## src/rtl/des_key_schedule_gen_pkg.sv

```systemverilog
// Shared DES key-schedule types, permutation tables and the 28-bit rotator.
// DES numbers bits from 1 at the MSB, so table entry n maps to vector bit (W - n).
package des_key_schedule_gen_pkg;

    typedef logic [63:0] key64_t;
    typedef logic [27:0] half28_t;
    typedef logic [55:0] cd56_t;
    typedef logic [47:0] subkey48_t;

    localparam logic ROT_LEFT  = 1'b0;
    localparam logic ROT_RIGHT = 1'b1;

    // Permuted choice 1: 64-bit key -> {C0, D0}; parity bits never appear.
    localparam int unsigned PC1_TBL [56] = '{
        57, 49, 41, 33, 25, 17,  9,
         1, 58, 50, 42, 34, 26, 18,
        10,  2, 59, 51, 43, 35, 27,
        19, 11,  3, 60, 52, 44, 36,
        63, 55, 47, 39, 31, 23, 15,
         7, 62, 54, 46, 38, 30, 22,
        14,  6, 61, 53, 45, 37, 29,
        21, 13,  5, 28, 20, 12,  4
    };

    // Permuted choice 2: {Cn, Dn} -> 48-bit round subkey Kn.
    localparam int unsigned PC2_TBL [48] = '{
        14, 17, 11, 24,  1,  5,
         3, 28, 15,  6, 21, 10,
        23, 19, 12,  4, 26,  8,
        16,  7, 27, 20, 13,  2,
        41, 52, 31, 37, 47, 55,
        30, 40, 51, 45, 33, 48,
        44, 49, 39, 56, 34, 53,
        46, 42, 50, 36, 29, 32
    };

    // Left-shift amount applied to produce subkey n+1 is SHIFT_TBL[n] (0-based).
    localparam logic [1:0] SHIFT_TBL [16] = '{
        2'd1, 2'd1, 2'd2, 2'd2, 2'd2, 2'd2, 2'd2, 2'd2,
        2'd1, 2'd2, 2'd2, 2'd2, 2'd2, 2'd2, 2'd2, 2'd1
    };

    // Rotate a 28-bit half by 0, 1 or 2 places; dir selects left or right.
    function automatic half28_t rot28(input half28_t v, input logic [1:0] amt, input logic dir);
        half28_t r;
        r = v;
        case ({dir, amt})
            3'b0_01: r = {v[26:0], v[27]};
            3'b0_10: r = {v[25:0], v[27:26]};
            3'b1_01: r = {v[0], v[27:1]};
            3'b1_10: r = {v[1:0], v[27:2]};
            default: r = v;
        endcase
        return r;
    endfunction

endpackage

```

## src/rtl/des_key_schedule_gen_if.sv

```systemverilog
// Key-in / subkey-out handshake bundle for the DES key scheduler.
interface des_key_schedule_gen_if;
    import des_key_schedule_gen_pkg::*;

    key64_t    key_in;
    logic      key_decrypt;
    logic      key_valid;
    logic      key_ready;
    subkey48_t subkey_out;
    logic [3:0] subkey_idx;
    logic      subkey_last;
    logic      subkey_valid;
    logic      subkey_ready;

    // Key source and subkey consumer side.
    modport master (
        output key_in, key_decrypt, key_valid, subkey_ready,
        input  key_ready, subkey_out, subkey_idx, subkey_last, subkey_valid
    );

    // Scheduler side.
    modport slave (
        input  key_in, key_decrypt, key_valid, subkey_ready,
        output key_ready, subkey_out, subkey_idx, subkey_last, subkey_valid
    );

endinterface

```

## src/rtl/des_key_schedule_gen_pc2_perm.sv

```systemverilog
// Combinational PC-2: {C,D} (56 bits) -> 48-bit subkey. Pure wiring.
module des_key_schedule_gen_pc2_perm
    import des_key_schedule_gen_pkg::*;
(
    input  cd56_t     cd,
    output subkey48_t subkey
);

    for (genvar i = 0; i < 48; i++) begin : g_pc2
        localparam logic [5:0] SRC = 6'(56 - PC2_TBL[i]);
        localparam logic [5:0] DST = 6'(47 - i);
        assign subkey[DST] = cd[SRC];
    end

    // PC-2 discards {C,D} bits 9,18,22,25,35,38,43,54.
    logic dropped_unused;
    assign dropped_unused = ^{cd[47], cd[38], cd[34], cd[31], cd[21], cd[18], cd[13], cd[2]};

endmodule

```

## src/rtl/des_key_schedule_gen.sv

```systemverilog
// DES key scheduler: accepts a 64-bit key and streams K1..K16 (encrypt)
// or K16..K1 (decrypt), one subkey per cycle under valid/ready.
// Decrypt order walks C/D backwards with right rotations, so no subkey RAM.
module des_key_schedule_gen
    import des_key_schedule_gen_pkg::*;
(
    input  logic                   clk,
    input  logic                   rst,
    des_key_schedule_gen_if.slave  bus
);

    localparam logic [0:0] ST_IDLE = 1'b0;
    localparam logic [0:0] ST_EMIT = 1'b1;

    logic [0:0] state;
    half28_t    c_q;
    half28_t    d_q;
    logic [3:0] count_q;
    logic       dir_q;

    subkey48_t  sub_out_p1;
    logic [3:0] sub_idx_p1;
    logic       sub_last_p1;
    logic       vld_p1;

    cd56_t      cd_load;
    half28_t    c_nxt;
    half28_t    d_nxt;
    logic [3:0] idx_nxt;
    logic [1:0] amt;
    logic       accept;
    logic       handshake;
    subkey48_t  pc2_out;

    // PC-1 is fixed wiring from the key port into {C0, D0}.
    for (genvar i = 0; i < 56; i++) begin : g_pc1
        localparam logic [5:0] SRC = 6'(64 - PC1_TBL[i]);
        localparam logic [5:0] DST = 6'(55 - i);
        assign cd_load[DST] = bus.key_in[SRC];
    end

    // Parity bits 8,16,..,64 carry no key material.
    logic key_parity_unused;
    assign key_parity_unused = ^{bus.key_in[56], bus.key_in[48], bus.key_in[40], bus.key_in[32],
                                 bus.key_in[24], bus.key_in[16], bus.key_in[8],  bus.key_in[0]};

    assign bus.key_ready    = (state == ST_IDLE);
    assign bus.subkey_out   = sub_out_p1;
    assign bus.subkey_idx   = sub_idx_p1;
    assign bus.subkey_last  = sub_last_p1;
    assign bus.subkey_valid = vld_p1;

    // Next C/D and subkey index: load from PC-1 on accept, otherwise step one subkey per handshake.
    always_comb begin
        accept    = (state == ST_IDLE) && bus.key_valid;
        handshake = (state == ST_EMIT) && vld_p1 && bus.subkey_ready;
        c_nxt     = c_q;
        d_nxt     = d_q;
        idx_nxt   = sub_idx_p1;
        amt       = 2'd0;
        if (accept) begin
            if (bus.key_decrypt) begin
                // C16/D16 equal C0/D0: the shifts total 28, a full turn.
                c_nxt   = cd_load[55:28];
                d_nxt   = cd_load[27:0];
                idx_nxt = 4'd15;
            end else begin
                amt     = SHIFT_TBL[0];
                c_nxt   = rot28(cd_load[55:28], amt, ROT_LEFT);
                d_nxt   = rot28(cd_load[27:0], amt, ROT_LEFT);
                idx_nxt = 4'd0;
            end
        end else if (handshake && (count_q != 4'd15)) begin
            if (dir_q) begin
                // Undo the shift that produced the current subkey.
                amt     = SHIFT_TBL[sub_idx_p1];
                c_nxt   = rot28(c_q, amt, ROT_RIGHT);
                d_nxt   = rot28(d_q, amt, ROT_RIGHT);
                idx_nxt = sub_idx_p1 - 4'd1;
            end else begin
                amt     = SHIFT_TBL[sub_idx_p1 + 4'd1];
                c_nxt   = rot28(c_q, amt, ROT_LEFT);
                d_nxt   = rot28(d_q, amt, ROT_LEFT);
                idx_nxt = sub_idx_p1 + 4'd1;
            end
        end
    end

    des_key_schedule_gen_pc2_perm u_pc2 (
        .cd     ({c_nxt, d_nxt}),
        .subkey (pc2_out)
    );

    // FSM, C/D state and registered subkey outputs; everything holds while stalled.
    always_ff @(posedge clk or posedge rst) begin
        if (rst) begin
            state       <= ST_IDLE;
            c_q         <= '0;
            d_q         <= '0;
            count_q     <= '0;
            dir_q       <= 1'b0;
            sub_out_p1  <= '0;
            sub_idx_p1  <= '0;
            sub_last_p1 <= 1'b0;
            vld_p1      <= 1'b0;
        end else begin
            case (state)
                ST_IDLE: begin
                    if (accept) begin
                        c_q         <= c_nxt;
                        d_q         <= d_nxt;
                        dir_q       <= bus.key_decrypt;
                        count_q     <= 4'd0;
                        sub_out_p1  <= pc2_out;
                        sub_idx_p1  <= idx_nxt;
                        sub_last_p1 <= 1'b0;
                        vld_p1      <= 1'b1;
                        state       <= ST_EMIT;
                    end
                end
                ST_EMIT: begin
                    if (handshake) begin
                        if (count_q == 4'd15) begin
                            vld_p1      <= 1'b0;
                            sub_last_p1 <= 1'b0;
                            state       <= ST_IDLE;
                        end else begin
                            count_q     <= count_q + 4'd1;
                            c_q         <= c_nxt;
                            d_q         <= d_nxt;
                            sub_out_p1  <= pc2_out;
                            sub_idx_p1  <= idx_nxt;
                            sub_last_p1 <= (count_q == 4'd14);
                        end
                    end
                end
                default: state <= ST_IDLE;
            endcase
        end
    end

endmodule

```

## src/flat_wrapper.sv

```systemverilog
// flat-port wrapper written by rule: the top's interface ports become plain ports
module des_key_schedule_gen_flat import des_key_schedule_gen_pkg::*;
  (clk, rst, bus_key_in, bus_key_decrypt, bus_key_valid, bus_subkey_ready, bus_key_ready, bus_subkey_out, bus_subkey_idx, bus_subkey_last, bus_subkey_valid);
  des_key_schedule_gen_if bus_i ();
  input  logic clk;
  input  logic rst;
  input wire logic [$bits(bus_i.key_in)-1:0] bus_key_in;
  input wire logic [$bits(bus_i.key_decrypt)-1:0] bus_key_decrypt;
  input wire logic [$bits(bus_i.key_valid)-1:0] bus_key_valid;
  input wire logic [$bits(bus_i.subkey_ready)-1:0] bus_subkey_ready;
  output wire logic [$bits(bus_i.key_ready)-1:0] bus_key_ready;
  output wire logic [$bits(bus_i.subkey_out)-1:0] bus_subkey_out;
  output wire logic [$bits(bus_i.subkey_idx)-1:0] bus_subkey_idx;
  output wire logic [$bits(bus_i.subkey_last)-1:0] bus_subkey_last;
  output wire logic [$bits(bus_i.subkey_valid)-1:0] bus_subkey_valid;
  assign bus_i.key_in = bus_key_in;
  assign bus_i.key_decrypt = bus_key_decrypt;
  assign bus_i.key_valid = bus_key_valid;
  assign bus_i.subkey_ready = bus_subkey_ready;
  assign bus_key_ready = bus_i.key_ready;
  assign bus_subkey_out = bus_i.subkey_out;
  assign bus_subkey_idx = bus_i.subkey_idx;
  assign bus_subkey_last = bus_i.subkey_last;
  assign bus_subkey_valid = bus_i.subkey_valid;
  des_key_schedule_gen u_core (.clk(clk), .rst(rst), .bus(bus_i));
endmodule
```

## config.mk

```make
export PLATFORM = sky130hd
export DESIGN_NAME = des_key_schedule_gen_flat
export DESIGN_NICKNAME = d
export VERILOG_FILES = /design/src/rtl/des_key_schedule_gen_pkg.sv /design/src/rtl/des_key_schedule_gen_if.sv /design/src/rtl/des_key_schedule_gen_pc2_perm.sv /design/src/rtl/des_key_schedule_gen.sv /design/src/flat_wrapper.sv
export SDC_FILE = /design/constraint.sdc
export NUM_CORES = 1
export LEC_CHECK = 0
export BUFFER_PORTS_ARGS = -buffer_cell sky130_fd_sc_hd__buf_2
export CAP_MARGIN = 20
export CORE_MARGIN = 5
export CORE_UTILIZATION = 50
export CTS_CLUSTER_DIAMETER = 60
export DETAILED_ROUTE_END_ITERATION = 10
export PLACE_DENSITY = 0.68
export SLEW_MARGIN = 10
export SYNTH_ARGS = -nofsm -noshare
export SYNTH_HDL_FRONTEND = slang
export SYNTH_HIERARCHICAL = 1
export SYNTH_SLANG_ARGS = --single-unit
```

## constraint.sdc

```tcl
create_clock -name clk -period 4.5 [get_ports clk]
set_input_delay 0.45 -clock clk [delete_from_list [all_inputs] [get_ports clk]]
set_output_delay 0.45 -clock clk [all_outputs]
set_load 0.01 [all_outputs]
```

==> reports/metrics.yaml <==
first_pass_iters: 5
hold_viol: 0
drt_iter0_markers: 843
status: "finished clean"
leakage_nw: 3.86
grt-ovfl-total: 0
ff2ff_path_depth: 12
yosysWarnings: 6
power_density_nw_per_um2: 985
timing.fmax_ghz: 0.284
worstMarginPinSlew_ps: 1080
synthesis.area_um2: 9930
clkTransAtPathRegs_ps: 60
cts_tree: "yes"
period_minus_slack_ps: 3520
core_um2: 19500
critPathMaxStageDelay_ps: 820
antenna_cells: 0
fin_util_pct: 54.8
cp-startpoint: "u_core/bus.subkey_idx[1]"
vias: 9199
rsz0062_at_grt: "false"
final_common_cell: "o211ai_1"
cts_hold_buffers: 0
cp-start-kind: "flop"
avgSynthCellArea_um2: 9.08
clock_latency_ps: 420
crit_arrival_ps: 3820
setup_viol: 0
stdcell_count: 1341
crit_required_ps: 4800
rows: 51
period_share_pct: 78.1
rrSetupSlack_ps: 980
grt_pass1_wl_mm: 46.0
cts_htree_levels: 4
numCtsBuffers: 17
synthCells: 1094
dpl.hpwl_mm: 16.4
crit_top_cell: "inv_1"
cp_cell_sequence: "inv_1 > ha_1 > a21oi_1 > nor2_1 > a31o_2 > ha_2 > inv_1 > buf_4 > a31oi_1 > o31a_1 > o211ai_1 > mux2_2"
setup_tns_ps: 0
grt_max_degree: 174
endpoint_kind: "flop"
clk_path_buf_depth: 2
drive_above_1_share_pct: 23.9
gp_congestion: 0.817
final_nets: 1140
cts_root_buf: "clkbuf_16"
portBuffers: 115
drc: 0
final_cell_mix: "o211ai_1 (134), dfrtp_1 (115), buf_2 (114)"
cpMaxStageDelayCell: "ha_2"
cap_violations: 0
dpl_cell_area_um2: 10000
grt_pass1_vias: 8840
routed_wl_mm: 27.8
slew_headroom_pct: 28.2
setup_slack_ps: 984
die_y_um: 151
fin_skew_ps: 7.05
slew_viol_final: 0
syn-num-nets: 1171
critPathMaxFanout: 39
pin_count: 124
finalPower_mw: 10.5
die_area_um2: 22800
avgRoutedWirePerCell_um: 20.7
hp-class: "input pin to asynchronous set/reset pin"
r2r-end: "u_core/bus.subkey_out[40]"
start_util_pct: 50.9
area_growth_pct: 7.68
cts.sinks: 116
cts_resized: 0
detail-route-antenna-nets: 0
reg2reg_from: "u_core/bus.subkey_idx[1]"
track_usage_pct: 24.5
grt_antenna_before_repair: 0
fin_area_um2: 10700
preCtsSetupSlack_ps: 1020
fp.dieW_um: 151
peakVddDrop_mv: 0.902
postCtsSetupBuffers: 0
dpl.cell_count: 1309
hold-worst-slack_ps: 189
drt-vias-per-instance: 6.86
crit_type: "flop to flop"
[routing by layer]
metal	vias up	part of all wire [%]	global-route usage (%)
li1	4240	-	-
met1	4558	43	33.7
met2	370	48	39.9
met3	31	6.7	4.28
met4	0	1.5	7.12
met5	-	0	0
[worst max-delay path, delay by kind of cell, from the launching register on]
family,cells,cell delay (ps)
buffers and inverters,3,600
AND/OR/NAND/NOR,1,60
adder cells (fa/ha/maj),2,1050
AO/OA/AOI/OAI,5,880
multiplexers,1,300
flip-flops,1,500
[registers in the layout (all words and copies together), names as in the netlist]
register,count
u_core/bus.subkey_valid,1
u_core/d_q,28
u_core/count_q,4
u_core/c_q,28
u_core/bus.subkey_out,48
u_core/bus.subkey_last,1
u_core/bus.subkey_idx,4
u_core/state,1
u_core/dir_q,1
[worst max path at each step]
stage,to,slack (ps)
global placement,u_core/bus.subkey_out[21],1050
detailed placement,u_core/bus.subkey_out[21],1020
floorplan,u_core/bus.subkey_idx[0],980
global route,u_core/bus.subkey_out[40],750
finish,u_core/bus.subkey_out[40],980
CTS,u_core/bus.subkey_out[21],1000
[power by group]
group	total, mW	leakage [nW]	switching, mW	internal (mW)
Combinational	6.84	2.30	3.91	2.93
Sequential	2.15	1.24	0.595	1.55
Clock	1.55	0.323	0.509	1.04
Total	10.5	3.86	5.01	5.52
[final cells by class]
| type | instances | area, um^2 |
|---|---|---|
| Tap cell | 265 | 332 |
| Clock inverter | 9 | 173 |
| Clock buffer | 23 | 488 |
| Inverter | 7 | 28.8 |
| Sequential cell | 116 | 2910 |
| Fill cell | 1823 | 8830 |
| Multi-Input combinational cell | 785 | 6010 |
| Timing Repair Buffer | 136 | 761 |
No activity file was read; power rests on OpenSTA's default activity.
